**src/rtl/instruction_encoder.sv**
```systemverilog
// instruction_encoder: packs RV32I descriptors into 32-bit words and streams them into imem.
// Optional macro ENC_RANGE_CHECK_EN: drop descriptors whose immediate does not fit its field.
module instruction_encoder #(
    parameter int DEPTH     = 256,
    parameter int ADDR_W    = 8,
    parameter int BASE_ADDR = 0
) (
    input  logic              clk,
    input  logic              rst_n,
    input  logic              start,
    input  logic              finish,
    input  logic              in_valid,
    output logic              in_ready,
    input  logic [3:0]        in_class,
    input  logic [3:0]        in_alu_op,
    input  logic [2:0]        in_func3,
    input  logic [4:0]        in_rd,
    input  logic [4:0]        in_rs1,
    input  logic [4:0]        in_rs2,
    input  logic [31:0]       in_imm,
    output logic              imem_we,
    output logic [ADDR_W-1:0] imem_addr,
    output logic [31:0]       imem_wdata,
    output logic [ADDR_W:0]   word_count,
    output logic              err,
    output logic              done
);

    typedef enum logic [1:0] {
        IDLE  = 2'd0,
        RUN   = 2'd1,
        DRAIN = 2'd2,
        FIN   = 2'd3
    } state_t;

    localparam logic [ADDR_W:0]   DEPTH_V = (ADDR_W+1)'(DEPTH);
    localparam logic [ADDR_W-1:0] BASE_V  = ADDR_W'(BASE_ADDR);

    state_t            state;
    logic [ADDR_W:0]   acc_cnt;

    logic              s1_valid;
    logic [3:0]        s1_class;
    logic [3:0]        s1_op;
    logic [2:0]        s1_f3;
    logic [4:0]        s1_rd;
    logic [4:0]        s1_rs1;
    logic [4:0]        s1_rs2;
    logic [31:0]       s1_imm;

    logic [2:0]        alu_f3;
    logic              alt;
    logic              shift;
    logic              op_ok;
    logic [11:0]       i_imm;
    logic [11:0]       sh_imm;
    logic              i_fit;
    logic              b_fit;
    logic              j_fit;
    logic              sh_fit;
    logic              u_fit;
    logic              enc_ok;
    logic [31:0]       enc_word;
    logic              accept;
    logic              drop;

    assign in_ready = (state == RUN) & ~start & (acc_cnt < DEPTH_V);
    assign accept   = in_valid & in_ready;
    assign drop     = s1_valid & ~enc_ok;

    // ALU control code to func3 and the func7/imm[11:5] alternate bit
    always_comb begin
        alu_f3 = 3'b000;
        case (s1_op)
            4'd2:    alu_f3 = 3'b001;
            4'd3:    alu_f3 = 3'b010;
            4'd4:    alu_f3 = 3'b011;
            4'd5:    alu_f3 = 3'b100;
            4'd6:    alu_f3 = 3'b101;
            4'd7:    alu_f3 = 3'b101;
            4'd8:    alu_f3 = 3'b110;
            4'd9:    alu_f3 = 3'b111;
            default: alu_f3 = 3'b000;
        endcase
    end

    assign alt    = (s1_op == 4'd1) | (s1_op == 4'd7);
    assign shift  = (s1_op == 4'd2) | (s1_op == 4'd6) | (s1_op == 4'd7);
    assign op_ok  = (s1_op <= 4'd9);
    assign i_imm  = s1_imm[11:0];
    assign sh_imm = {(alt ? 7'b0100000 : 7'b0000000), s1_imm[4:0]};

`ifdef ENC_RANGE_CHECK_EN
    assign i_fit  = (&s1_imm[31:11]) | ~(|s1_imm[31:11]);
    assign b_fit  = ((&s1_imm[31:12]) | ~(|s1_imm[31:12])) & ~s1_imm[0];
    assign j_fit  = ((&s1_imm[31:20]) | ~(|s1_imm[31:20])) & ~s1_imm[0];
    assign sh_fit = ~(|s1_imm[31:5]);
    assign u_fit  = ~(|s1_imm[11:0]);
`else
    assign i_fit  = 1'b1;
    assign b_fit  = 1'b1;
    assign j_fit  = 1'b1;
    assign sh_fit = 1'b1;
    assign u_fit  = 1'b1;
`endif

    // Pack the stage-1 descriptor into an RV32I word and flag illegal ones
    always_comb begin
        enc_ok   = 1'b0;
        enc_word = 32'h0;
        case (s1_class)
            4'd0: begin
                enc_ok   = op_ok;
                enc_word = {(alt ? 7'b0100000 : 7'b0000000), s1_rs2, s1_rs1,
                            alu_f3, s1_rd, 7'b0110011};
            end
            4'd1: begin
                enc_ok   = op_ok & (s1_op != 4'd1) & (shift ? sh_fit : i_fit);
                enc_word = {(shift ? sh_imm : i_imm), s1_rs1, alu_f3, s1_rd,
                            7'b0010011};
            end
            4'd2: begin
                enc_ok   = i_fit;
                enc_word = {i_imm, s1_rs1, s1_f3, s1_rd, 7'b0000011};
            end
            4'd3: begin
                enc_ok   = i_fit;
                enc_word = {i_imm[11:5], s1_rs2, s1_rs1, s1_f3, i_imm[4:0],
                            7'b0100011};
            end
            4'd4: begin
                enc_ok   = b_fit;
                enc_word = {s1_imm[12], s1_imm[10:5], s1_rs2, s1_rs1, s1_f3,
                            s1_imm[4:1], s1_imm[11], 7'b1100011};
            end
            4'd5: begin
                enc_ok   = u_fit;
                enc_word = {s1_imm[31:12], s1_rd, 7'b0110111};
            end
            4'd6: begin
                enc_ok   = u_fit;
                enc_word = {s1_imm[31:12], s1_rd, 7'b0010111};
            end
            4'd7: begin
                enc_ok   = j_fit;
                enc_word = {s1_imm[20], s1_imm[10:1], s1_imm[11],
                            s1_imm[19:12], s1_rd, 7'b1101111};
            end
            4'd8: begin
                enc_ok   = i_fit;
                enc_word = {i_imm, s1_rs1, 3'b000, s1_rd, 7'b1100111};
            end
            default: begin
                enc_ok   = 1'b0;
                enc_word = 32'h0;
            end
        endcase
    end

    // Program-level FSM; done is registered alongside the state
    always_ff @(posedge clk) begin
        if (!rst_n) begin
            state <= IDLE;
            done  <= 1'b0;
        end else if (start) begin
            state <= RUN;
            done  <= 1'b0;
        end else begin
            case (state)
                RUN: begin
                    if (finish) state <= DRAIN;
                end
                DRAIN: begin
                    if (!s1_valid && !imem_we) begin
                        state <= FIN;
                        done  <= 1'b1;
                    end
                end
                default: begin
                    state <= state;
                end
            endcase
        end
    end

    // Two-stage datapath: descriptor capture, then encoded write to imem
    always_ff @(posedge clk) begin
        if (!rst_n) begin
            s1_valid   <= 1'b0;
            s1_class   <= '0;
            s1_op      <= '0;
            s1_f3      <= '0;
            s1_rd      <= '0;
            s1_rs1     <= '0;
            s1_rs2     <= '0;
            s1_imm     <= '0;
            imem_we    <= 1'b0;
            imem_addr  <= '0;
            imem_wdata <= '0;
            word_count <= '0;
            acc_cnt    <= '0;
            err        <= 1'b0;
        end else if (start) begin
            s1_valid   <= 1'b0;
            imem_we    <= 1'b0;
            word_count <= '0;
            acc_cnt    <= '0;
            err        <= 1'b0;
        end else begin
            s1_valid <= accept;
            if (accept) begin
                s1_class <= in_class;
                s1_op    <= in_alu_op;
                s1_f3    <= in_func3;
                s1_rd    <= in_rd;
                s1_rs1   <= in_rs1;
                s1_rs2   <= in_rs2;
                s1_imm   <= in_imm;
            end
            imem_we <= s1_valid & enc_ok;
            if (s1_valid && enc_ok) begin
                imem_wdata <= enc_word;
                imem_addr  <= BASE_V + word_count[ADDR_W-1:0];
                word_count <= word_count + 1'b1;
            end
            if (drop) err <= 1'b1;
            case ({accept, drop})
                2'b10:   acc_cnt <= acc_cnt + 1'b1;
                2'b01:   acc_cnt <= acc_cnt - 1'b1;
                default: acc_cnt <= acc_cnt;
            endcase
        end
    end

endmodule

```
**config.mk**
```make
export PLATFORM = sky130hd
export DESIGN_NAME = instruction_encoder
export DESIGN_NICKNAME = d
export VERILOG_FILES = /design/src/rtl/instruction_encoder.sv
export SDC_FILE = /design/constraint.sdc
export NUM_CORES = 1
export LEC_CHECK = 0
export CAP_MARGIN = 20
export CORE_MARGIN = 3
export CORE_UTILIZATION = 47
export DETAILED_ROUTE_END_ITERATION = 10
export MAX_ROUTING_LAYER = met4
export PLACE_DENSITY = 0.76
export SYNTH_ARGS = -nofsm -noshare
export SYNTH_HDL_FRONTEND = slang
export SYNTH_SLANG_ARGS = --single-unit
```
**constraint.sdc**
```tcl
create_clock -name clk -period 11.2 [get_ports clk]
set_input_delay 1.68 -clock clk [delete_from_list [all_inputs] [get_ports clk]]
set_output_delay 1.68 -clock clk [all_outputs]
set_load 0.05 [all_outputs]
```
==> run_results.csv <==
group,metric,value,unit
synthesis,yosys.area_share.simple,19.6,%
sta,skew,9.80,ps
layout,fin_area,7350,um^2
global_routing,grtUsageTotal,24.5,%
worst_setup_path,crit_fanout,59,
detailed_routing,via_per_inst,5.76,
floorplan,die_area,13300,um^2
run_status,outcome,"completed",
floorplan,die_h,115,um
synthesis,ys_ff_latch,124,
pwr,powerDensity,148,nW/um^2
sta,min_period_over_period,49.8,%
floorplan,core_area,11500,um^2
placed_design,port_buffers,115,
synthesis,muxShareOfSynthArea,3.67,%
global_routing,grt_pass1_wl,25200,um
detailed_routing,drt_pass1_iterations,5,
worst_setup_path,cp.required,11500,ps
global_routing,grt_pass1_vias,5239,
sta,fin_crit,5580,ps
cts,clock_sinks,124,
layout,synthToLayoutAreaGrowth,31.4,%
layout,diodes,0,
hold_path,hp-class,"reg2reg",
layout,drive_gt1_share,5.94,%
layout,fillers,966,
cts,clkTransAtPathRegs,60,ps
synthesis,syn-num-nets,765,
synthesis,synth_top_area_share,44.4,%
floorplan,initial_utilization,48.6,%
sta,fin_tns_setup,0,ps
detailed_routing,drt_iter0_markers,492,
synthesis,yosys-top-cells-area,"dfxtp_1 (44%), a21oi_1 (9.1%), nand2_1 (9.0%)",
synthesis,synth_top_family_by_area,"compound AO/OA/AOI/OAI gates",
cts,root_buffer,"clkbuf_16",
floorplan,die_w,115,um
synthesis,synth_edf_count,0,
worst_setup_path,cp-start-kind,"input port",
placed_design,postPlaceCellArea,6720,um^2
sta,hold_viol,0,
cts,post_cts_resized,0,
synthesis,syn-cell-area,5600,um^2
synthesis,synthCells,692,
detailed_routing,routed_wirelength,15500,um
synthesis,synthDistinctLibCells,60,
cts,post-cts-setup-buffers,0,
layout,final_nets,851,
floorplan,placementRows,39,
synthesis,ys.flop_type,"dfxtp_1",
flow_run,maxCapViolCount,0,
sta,worst_pin_slew,1000,ps
detailed_routing,post-route-drc-count,0,
sta,fmax,179,MHz
pwr,ir_worst_vdd,0.101,mV
sta,setup_viol,0,
placed_design,finalWeightedCongestion,0.965,
worst_setup_path,arrival,5880,ps
synthesis,avgSynthCellArea,8.09,um^2
synthesis,ys_seq_area_share,44.4,%
sta,slew_violations,0,
synthesis,async_reset_ff_share,0,%
worst_setup_path,endpoint_kind,"flop",
sta,maxSlewHeadroom,32.8,%
detailed_routing,vias,5379,
cts,htree_num_levels,4,
global_routing,antenna_found_initial,0,
detailed_routing,ant_nets,0,
cts,cts_hold_buf,0,
synthesis,synth_compound_area_share,24.2,%
cts,clock_path_buffers,2,
cts,cts_made_buffers,17,
pwr,leakage,0.00257,uW
cts,clk_latency,410,ps
floorplan,ios,116,
global_routing,grt_max_degree,79,
placed_design,dp_hpwl,10700,um
sta,grt_setup_unrepaired,"false",
global_routing,grt_overflow,0,
synthesis,synth_xor_area_share,0.939,%
worst_setup_path,worstSetupPathType,"in2reg",
cts,cts_tree,"done",
detailed_routing,wire_per_inst,16.6,um
synthesis,synth_warnings,0,
synthesis,synthAdderAreaFrac,2.55,%
synthesis,synth_top_area_cell,"dfxtp_1",
-- state kept, by name, indices dropped and copies added (netlist names), 2 cells and up --
register	count
s1_f3	3
s1_class	4
imem_wdata	31
s1_op	4
state	2
s1_rs2	5
alu_f3	3
word_count	9
s1_rd	5
imem_addr	8
s1_rs1	5
acc_cnt	9
s1_imm	32
-- synthesized netlist by cell type (all sizes together), types with 2 or more instances --
master / instances
a21o: 3
and3: 2
or3: 4
xor2: 4
clkbuf: 29
nor3: 8
a2bb2oi: 3
o211a: 2
nor4: 2
a22oi: 18
a21oi: 102
o31ai: 6
o21a: 3
nand4b: 2
and2: 3
mux2i: 19
nor4b: 2
ha: 9
nand3: 19
nand2: 134
a211oi: 15
buf: 23
nor2b: 5
a221oi: 4
nor2: 43
a31oi: 6
or4: 5
nand4: 4
o21bai: 2
o211ai: 6
inv: 10
nand2b: 7
dfxtp: 124
xnor2: 2
a32oi: 2
or2: 2
o21ai: 45
-- power by group --
group	internal (uW)	switching (uW)	leakage, uW
combinational	33.0	36.9	0.00127
sequential	449	7.45	0.00100
clock	357	203	0.000294
total	839	248	0.00257
-- final timing paths --
path	depth (start not counted)	from	slack [ps]	to
max	12	start	5620	acc_cnt[8]
min	2	s1_imm[17]	450	s1_imm[17]
max reg2reg	11	s1_class[1]	6950	acc_cnt[8]
min reg2reg	2	s1_imm[17]	450	s1_imm[17]
-- per-stage QoR --
| step | std cells | total power (uW) | utilization, % | hold slack [ps] | setup slack, ps |
|---|---|---|---|---|---|
| 3_3_place_gp | 901 | 532 | 58.4 | 444 | 5440 |
| 3_5_place_dp | 901 | 534 | 58.4 | 446 | 5260 |
| 5_1_grt | 934 | 1120 | 63.9 | 466 | 5340 |
| 2_1_floorplan | 692 | 501 | - | 432 | 5970 |
| 4_1_cts | 933 | 1090 | 63.7 | 454 | 5680 |
| 6_report | 934 | 1090 | 63.9 | 454 | 5620 |
-- worst max-delay path, cell delays in order --
cell	delay, ps
clkdlybuf4s50_1	570
nor4b_4	340
and2_4	590
inv_1	90
buf_4	330
ha_1	430
fa_1	480
a211oi_1	420
o21ai_0	210
and3_1	220
or3_1	330
mux2i_1	120
-- logic make-up after synthesis --
logic type,after synthesis
buf+inv,62
fa+ha+maj,11
xor+xnor,6
flops,124
simple gates,243
compound gates,226
mux,20
-- placed cells by master, fill, tap and decap left out, types with 9 or more instances in the layout --
master / Yosys / layout
dfxtp_1: 124 / 124
a22oi_1: 18 / 18
clkdlybuf4s50_1: 0 / 115
ha_1: 9 / 9
nor2_1: 41 / 41
clkbuf_16: 0 / 17
a21oi_1: 102 / 102
mux2i_1: 18 / 18
nand3_1: 19 / 19
o21ai_0: 43 / 43
a211oi_1: 15 / 15
nand2_1: 134 / 134
-- layout make-up --
class                   count  area (um^2)  area share [%]
clock inverters            13          168            2.28
repair buffers            119         1190            16.2
flip-flops and latches    124         2480            33.8
multi-input cells         506         2850            38.8
inverters                  10         37.5           0.510
clock buffers              19          443            6.02
well taps                 143          179            2.43
-- per-layer routing --
metal  track usage [%]  share of wire, %  vias up
met5                 -                 0        -
met4              9.23               2.2        0
met1              29.7                44     2537
li1                  -                 -     2634
met3              5.63               5.2       31
met2              39.8                49      177
Note: power is estimated with default switching activity, not from simulation.
